File: src/rtl/if_fetch_stage.sv
// Instruction-fetch stage: owns the PC, issues requests to a variable-latency
// instruction memory, selects the next PC by redirect priority, and presents
// one instruction (or a NOP bubble) to the IF/ID register every cycle.
module if_fetch_stage #(
  parameter logic [31:0] RESET_VECTOR = 32'h80000000,
  parameter logic [31:0] IRQ_VECTOR   = 32'h80000004,
  parameter logic [31:0] EXC_VECTOR   = 32'h80000008,
  parameter logic [31:0] NOP_INSTR    = 32'h00000000
) (
  input  logic        clk,
  input  logic        reset,
  input  logic        stall,
  input  logic        exception,
  input  logic        irq,
  input  logic        branch_taken,
  input  logic [31:0] branch_target,
  input  logic        jump,
  input  logic [31:0] jump_target,
  output logic        imem_req,
  output logic [31:0] imem_addr,
  input  logic        imem_ready,
  input  logic [31:0] imem_rdata,
  output logic [31:0] Instruction_next,
  output logic [31:0] PC_next,
  output logic        if_valid,
  output logic        if_flush
);

  // FETCH: request outstanding at fetch_pc.
  // HOLD : word returned during a stall, parked in the buffer.
  // DROP : redirect arrived mid-request; wait out the stale response.
  typedef enum logic [1:0] {
    FETCH = 2'd0,
    HOLD  = 2'd1,
    DROP  = 2'd2
  } state_t;

  state_t      state_reg, state_next;
  logic [31:0] fetch_pc_reg, fetch_pc_next;
  logic [31:0] buf_instr_reg, buf_instr_next;
  logic [31:0] drop_target_reg, drop_target_next;

  logic [31:0] seq_pc;
  logic        irq_ok;
  logic        redirect;
  logic [31:0] redirect_target;

  // Sequential PC keeps the kernel flag in bit 31; only the low 31 bits wrap.
  assign seq_pc = {fetch_pc_reg[31], fetch_pc_reg[30:0] + 31'd4};

  // Interrupts are masked while executing in kernel space.
  assign irq_ok = irq & ~fetch_pc_reg[31];

  // Redirect arbitration: exception > irq > branch > jump.
  always_comb begin
    redirect        = 1'b1;
    redirect_target = EXC_VECTOR;
    if (exception) begin
      redirect_target = EXC_VECTOR;
    end else if (irq_ok) begin
      redirect_target = IRQ_VECTOR;
    end else if (branch_taken) begin
      redirect_target = branch_target;
    end else if (jump) begin
      redirect_target = jump_target;
    end else begin
      redirect = 1'b0;
    end
  end

  // Next-state, next-PC and IF/ID-facing outputs.
  always_comb begin
    state_next       = state_reg;
    fetch_pc_next    = fetch_pc_reg;
    buf_instr_next   = buf_instr_reg;
    drop_target_next = drop_target_reg;
    imem_req         = 1'b0;
    imem_addr        = fetch_pc_reg;
    Instruction_next = NOP_INSTR;
    PC_next          = 32'h0;
    if_valid         = 1'b0;
    if_flush         = 1'b0;

    if (!reset) begin
      // Quiet outputs while reset is held; register values are don't-care.
      imem_addr = RESET_VECTOR;
    end else begin
      case (state_reg)
        FETCH: begin
          imem_req = 1'b1;
          if_flush = redirect;
          if (redirect) begin
            if (imem_ready) begin
              // Response arrives with the redirect: drop it and restart.
              fetch_pc_next = redirect_target;
            end else begin
              drop_target_next = redirect_target;
              state_next       = DROP;
            end
          end else if (imem_ready) begin
            Instruction_next = imem_rdata;
            PC_next          = seq_pc;
            if_valid         = 1'b1;
            if (!stall) begin
              fetch_pc_next = seq_pc;
            end else begin
              // ID cannot take it; park the word until the stall clears.
              buf_instr_next = imem_rdata;
              state_next     = HOLD;
            end
          end
        end

        HOLD: begin
          if_flush = redirect;
          if (redirect) begin
            fetch_pc_next = redirect_target;
            state_next    = FETCH;
          end else begin
            Instruction_next = buf_instr_reg;
            PC_next          = seq_pc;
            if_valid         = 1'b1;
            if (!stall) begin
              fetch_pc_next = seq_pc;
              state_next    = FETCH;
            end
          end
        end

        DROP: begin
          // Keep the old request stable until memory answers it.
          imem_req = 1'b1;
          if_flush = redirect;
          if (redirect) begin
            drop_target_next = redirect_target;
          end
          if (imem_ready) begin
            fetch_pc_next = redirect ? redirect_target : drop_target_reg;
            state_next    = FETCH;
          end
        end

        default: begin
          state_next = FETCH;
        end
      endcase
    end
  end

  // State registers with synchronous active-low reset.
  always_ff @(posedge clk) begin
    if (!reset) begin
      state_reg       <= FETCH;
      fetch_pc_reg    <= RESET_VECTOR;
      buf_instr_reg   <= NOP_INSTR;
      drop_target_reg <= RESET_VECTOR;
    end else begin
      state_reg       <= state_next;
      fetch_pc_reg    <= fetch_pc_next;
      buf_instr_reg   <= buf_instr_next;
      drop_target_reg <= drop_target_next;
    end
  end

endmodule

File: config.mk
export PLATFORM = sky130hd
export DESIGN_NAME = if_fetch_stage
export DESIGN_NICKNAME = d
export VERILOG_FILES = /design/src/rtl/if_fetch_stage.sv
export SDC_FILE = /design/constraint.sdc
export NUM_CORES = 1
export LEC_CHECK = 0
export BUFFER_PORTS_ARGS = -buffer_cell sky130_fd_sc_hd__buf_2
export CAP_MARGIN = 20
export CORE_UTILIZATION = 55
export CTS_BUF_LIST = sky130_fd_sc_hd__clkbuf_8 sky130_fd_sc_hd__clkbuf_16
export DETAILED_ROUTE_END_ITERATION = 10
export PLACE_DENSITY = 0.86
export SLEW_MARGIN = 30
export SYNTH_ARGS = -nofsm -noshare
export SYNTH_HDL_FRONTEND = slang
export SYNTH_SLANG_ARGS = --single-unit
File: constraint.sdc
create_clock -name clk -period 3.7 [get_ports clk]
set_clock_uncertainty 0.05 [all_clocks]
set_input_delay 0.37 -clock clk [delete_from_list [all_inputs] [get_ports clk]]
set_output_delay 0.37 -clock clk [all_outputs]
set_load 0.1 [all_outputs]
==> qor.csv, run 1 <==
stage,metric,value,unit
critical_path,WS Path Type,register to output pin,
yosys,"Async S/R FF share, synth",0,
clocking,clock insertion delay at the later pin of the skew report,380,ps
run,max_cap viols,0,
yosys,Synth Flop Type,dfxtp_1,
critical_path,Startpoint Class,register,
power_and_ir_drop,pwr dens,290.2,nW/um^2
clocking,hold_buf cts,0,
status,status,finished clean,
routing,Final ANT Viol Nets,0,
finish,Multi-input gate area,3704,sq um
finish,share of layout cells above drive strength 1,0.2815,
finish,register area,1962,sq um
timing,Tmin final,3309,ps
placed_design,routability cong.,0.9650,
routing,vias after detailed routing,6961,
power_and_ir_drop,Clk pwr share,0.313,
critical_path,crit path max fanout,33,
clocking,clk slew on worst S/H paths,100,ps
clocking,Clock Tree Root,clkbuf_8,
yosys,register area share after synthesis,0.3216,
finish,Non-Filler Instances,1092,
yosys,mapped cell area,6100,sq um
timing,setup TNS,0,ps
power_and_ir_drop,Peak VDD IR,0.1710,mV
placed_design,dpl hpwl,13940,microns
timing,upper clock frequency limit,0.3022,GHz
critical_path,CP endpoint kind,output pin,
floorplan,num ports,203,
floorplan,initial cell density of the core,0.5627,
clocking,CTS Buf Count,9,
global_routing,global route overflow,0,
timing,Final Hold Vio Count,0,
timing,unrepaired setup endpoints after global routing,no,
global_routing,vias in the first global route,6354,
yosys,Synth Instances,787,
yosys,"flops & latches, synth",98,
finish,Area growth syn-to-layout,35.43,%
power_and_ir_drop,Reg power frac,0.473,
timing,Tcrit/Tclk final,0.8942,
yosys,Post-Syn Nets,892,
routing,First-pass DRT Iterations,5,
floorplan,die height,107.3,microns
global_routing,pin count of the biggest net entering global routing,65,
power_and_ir_drop,"Power, Total",0.002397,W
clocking,Sink Count,98,
finish,fill count,713,
critical_path,data required time of the worst path,3280,ps
placed_design,# port buffers,202,
finish,Final Util,0.7620,
yosys,"Avg Cell Area, Syn",7.750,sq um
hold_path,worst min path class,input pin to register,
power_and_ir_drop,Pleak,3.201,nW
floorplan,Core Box Area,10840,sq um
floorplan,row cnt,38,
placed_design,placed cells,1076,
yosys,Synth Warn #,0,
power_and_ir_drop,P_sw,0.0008202,W
clocking,H-tree level count,3,
finish,n_diodes,0,
power_and_ir_drop,combinational power share,0.214,
global_routing,GRT Total Usage,0.3423,
critical_path,crit path DAT,2890,ps
finish,Nets,1052,
clocking,TritonCTS clock tree,yes,
timing,Slew @ Worst Pin,946.1,ps
routing,Via density,6.375,
routing,drt wl/cell,18.39,microns
clocking,clock tree buffer depth,2,
clocking,Post-CTS Resized,0,
global_routing,first-pass GRT wire length,31440,microns
clocking,setup bufs post-CTS,0,
yosys,synth unique cells,76,
yosys,number of synthesized flops with an enable pin,0,
routing,DRC Markers,0,
power_and_ir_drop,Pint,0.001577,W
power_and_ir_drop,Sw Share,0.3422,
timing,relative slew slack,0.3692,
floorplan,die area,11520,sq um
floorplan,Die W,107.3,microns
timing,pins over their slew limit,0,
timing,setup violators final,0,
global_routing,initial antenna violation count,0,
routing,Routed WL,20080,microns
routing,Starting DRT DRC Count,838,
worst max-delay path, stage by stage, from the launching register on:
cell and delay (ps):
dfxtp_1 440, inv_1 140, nand2_1 60, buf_4 250, or3_2 830, inv_1 340, and2_1 250, buf_12 190
path summary, 6_finish.rpt:
path	to	startpoint	cells past startpoint	slack [ps]
min reg2reg	buf_instr_reg[26]	buf_instr_reg[26]	2	410
max reg2reg	fetch_pc_reg[30]	state_reg[1]	5	950
min	buf_instr_reg[29]	imem_rdata[29]	3	190
max	PC_next[0]	state_reg[1]	7	390
cells in the mapped netlist, drive strengths merged (5+ instances only):
master,number,area (sq um)
nand2b,9,56.30
a21oi,60,300.3
and4,5,46.29
nand2,67,254.0
xnor2,15,131.4
a22o,27,236.5
a22oi,57,427.9
o311ai,5,43.79
nor4,9,122.6
xor2,11,96.34
o2bb2ai,10,87.58
and2,30,190.2
buf,37,225.2
and3,11,70.07
nand4,10,77.57
inv,15,56.30
a221oi,5,43.79
nand3,50,255.3
o21ai,23,126.4
nor2,114,435.4
dfxtp,98,1962
a32o,5,50.05
nor3,16,101.4
clkbuf,34,158.9
a211oi,10,75.07
or3,6,43.79
stage by stage:
stage,worst slack (ps),cell area [sq um],hold slack [ps]
finish,391.4,8260,192.3
global placement,582.0,8051,392.0
global route,231.7,8260,190.8
detailed placement,507.7,8051,398.7
CTS,30.88,8259,188.1
floorplan,334.2,6100,386.8
power groups by stage:
stage	logic [W]	registers, W	clock network (W)
after CTS	0.000501	0.00113	0.000744
after floorplan	0.000355	0.00114	0
after global placement	0.000487	0.00115	0
final	0.000512	0.00113	0.000750
after detailed placement	0.000496	0.00116	0
after global routing	0.000541	0.00114	0.000790
per-layer routing:
metal  vias to the layer above  part of all wire  GRT usage
li1                       3175                 -          -
met1                      3231              0.39     0.4468
met2                       487              0.46     0.5442
met3                        68              0.12    0.08898
met4                         0             0.028     0.1233
met5                         -                 0          0
layout by cell type, fill, tap and decap left out, types with 18 or more instances in the layout:
cell	Yosys	layout
o21ai_0	22	22
a22o_1	27	27
buf_2	21	135
a22oi_1	57	57
buf_4	6	18
nor2_1	113	112
nand2_1	66	66
a21oi_1	60	59
nand3_1	49	49
buf_12	0	67
dfxtp_1	98	98
and2_1	27	27
layout make-up:
cell class	count	share of cell area
multi-input cells	602	0.4483
clock inverters	7	0.01015
inverters	16	0.007271
repair buffers	220	0.2605
clock buffers	9	0.01500
flip-flops and latches	98	0.2375
well taps	140	0.02121
cell families (layout without fill, tap and decap cells):
logic type               Yosys count  in the layout  share of synthesized area
AO/OA/AOI/OAI                    229            229                     0.2679
XOR/XNOR                          26             26                    0.03733
adder cells (fa/ha/maj)            1              1                   0.002051
buffers and inverters             87            252                    0.07282
flip-flops                        98             98                     0.3216
multiplexers                       3              3                   0.004923
AND/OR/NAND/NOR                  343            343                     0.2933
Note: power is estimated with default switching activity, not from simulation.
==> inputs of run 2 (changes only) <==
--- a/config.mk
+++ b/config.mk
@@ -7,10 +7,13 @@
 export LEC_CHECK = 0
 export BUFFER_PORTS_ARGS = -buffer_cell sky130_fd_sc_hd__buf_2
 export CAP_MARGIN = 20
-export CORE_UTILIZATION = 55
+export CELL_PAD_IN_SITES_DETAIL_PLACEMENT = 0
+export CELL_PAD_IN_SITES_GLOBAL_PLACEMENT = 1
+export CORE_UTILIZATION = 39
 export CTS_BUF_LIST = sky130_fd_sc_hd__clkbuf_8 sky130_fd_sc_hd__clkbuf_16
 export DETAILED_ROUTE_END_ITERATION = 10
-export PLACE_DENSITY = 0.86
+export PLACE_DENSITY_LB_ADDON = 0.1
+export SETUP_SLACK_MARGIN = 0.5
 export SLEW_MARGIN = 30
 export SYNTH_ARGS = -nofsm -noshare
 export SYNTH_HDL_FRONTEND = slang
==> qor.csv, run 2 (synthesized netlist as in run 1, its figures left out) <==
stage,metric,value,unit
clocking,CTS Buf Count,9,
finish,"most common cell after layout, fill and taps aside",buf_2,
timing,worst hold slack,215.6,ps
timing,Tcrit/Tclk final,0.8176,
clocking,clock insertion delay at the later pin of the skew report,350,ps
critical_path,WS Path Type,register to output pin,
placed_design,dpl hpwl,14830,microns
finish,share of layout cells above drive strength 1,0.3169,
timing,setup violators final,0,
critical_path,crit path max fanout,8,
floorplan,num ports,203,
timing,Final Hold Vio Count,0,
placed_design,routability cong.,0.8757,
placed_design,# port buffers,202,
clocking,H-tree level count,3,
finish,Non-Filler Instances,1164,
timing,relative slew slack,0.4542,
routing,Final ANT Viol Nets,0,
timing,pins over their slew limit,0,
finish,n_diodes,0,
clocking,hold_buf cts,0,
clocking,TritonCTS clock tree,yes,
floorplan,initial cell density of the core,0.3998,
critical_path,crit path DAT,2610,ps
finish,most frequent cells in the layout,"134 x buf_2, 98 x dfxtp_1, 80 x nor2_1",
power_and_ir_drop,"Power, Total",0.002642,W
placed_design,DP Worst Slack,883.0,ps
routing,Starting DRT DRC Count,523,
routing,drt wl/cell,17.69,microns
hold_path,worst min path class,input pin to register,
global_routing,global route overflow,0,
floorplan,Core Box Area,15260,sq um
floorplan,die area,16140,sq um
clocking,Clock Tree Root,clkbuf_16,
timing,unrepaired setup endpoints after global routing,no,
finish,Area growth syn-to-layout,40.35,%
clocking,Sink Count,98,
critical_path,data required time of the worst path,3280,ps
power_and_ir_drop,Pleak,3.252,nW
floorplan,die height,127.1,microns
timing,Tmin final,3025,ps
power_and_ir_drop,Peak VDD IR,0.2101,mV
clocking,clk slew on worst S/H paths,70,ps
power_and_ir_drop,pwr dens,308.7,nW/um^2
timing,Slew @ Worst Pin,812.6,ps
floorplan,Die W,127.1,microns
global_routing,GRT Total Usage,0.2570,
routing,vias after detailed routing,6554,
global_routing,vias in the first global route,6147,
routing,First-pass DRT Iterations,5,
routing,Via density,5.631,
routing,Routed WL,20600,microns
global_routing,pin count of the biggest net entering global routing,65,
finish,Nets,1053,
global_routing,first-pass GRT wire length,32730,microns
critical_path,CP endpoint kind,output pin,
placed_design,placed cells,1148,
timing,upper clock frequency limit,0.3306,GHz
routing,DRC Markers,0,
timing,setup TNS,0,ps
status,status,finished clean,
clocking,clock tree buffer depth,2,
floorplan,row cnt,45,
run,max_cap viols,0,
global_routing,initial antenna violation count,0,
critical_path,Startpoint Class,register,
timing,Final WS setup,675.0,ps
==> run 2: cell count changes in the layout (fill, tap and decap cells not counted), moves of 8 or more <==
cell,previous run,this run
clkbuf_16,0,9
clkbuf_8,9,1
nor2_2,1,33
nor2_1,112,80
==> run 2: power breakdown <==
group | switching, W | total [W] | internal, W
logic | 0.000353 | 0.000515 | 0.000163
registers | 0.0000418 | 0.00113 | 0.00109
clock network | 0.000443 | 0.000994 | 0.000552
total | 0.000837 | 0.00264 | 0.00181
==> run 2: final timing paths <==
kind                                  startpoint               end  slack [ps]  depth (start not counted)
worst max register to register      state_reg[1]  fetch_pc_reg[30]        1240                          6
worst max-delay path             fetch_pc_reg[2]       PC_next[21]         670                          6
worst min register to register  buf_instr_reg[8]  buf_instr_reg[8]         410                          2
worst min-delay path                  imem_ready      state_reg[1]         220                          2
==> run 2: per-stage QoR <==
step | utilization | cell area (sq um)
3_5_place_dp | 0.5404 | 8245
6_report | 0.5611 | 8561
5_1_grt | 0.5611 | 8561
2_1_floorplan | - | 6180
4_1_cts | 0.5609 | 8558
3_3_place_gp | 0.5404 | 8245
==> run 2: timing repair <==
action,in CTS,in global routing
buffers inserted,0,0
setup endpoints to repair,0,1
gates resized for setup,0,1
==> run 2: layout make-up <==
type,instances,area [sq um]
tap,211,264.0
clock inverter,6,73.82
fill,1449,6698
sequential,98,1962
multi-input combinational,602,3787
timing repair buffer,221,2175
inverter,16,60.06
clock buffer,10,239.0
==> run 2: metal layers <==
layer  global-route usage  vias to the layer above  part of all wire
li1                     -                     3174                 -
met1               0.3625                     3102              0.47
met2               0.4098                      262              0.46
met3              0.04648                       16             0.061
met4              0.05252                        0            0.0087
met5                    0                        -                 0
==> run 2: worst max-delay path, stage by stage, from the launching register on <==
cell     delay [ps]
dfxtp_1         440
and4_1          350
nor3b_2         560
nand4_1         300
xor2_1          210
nor2_1          180
buf_12          200
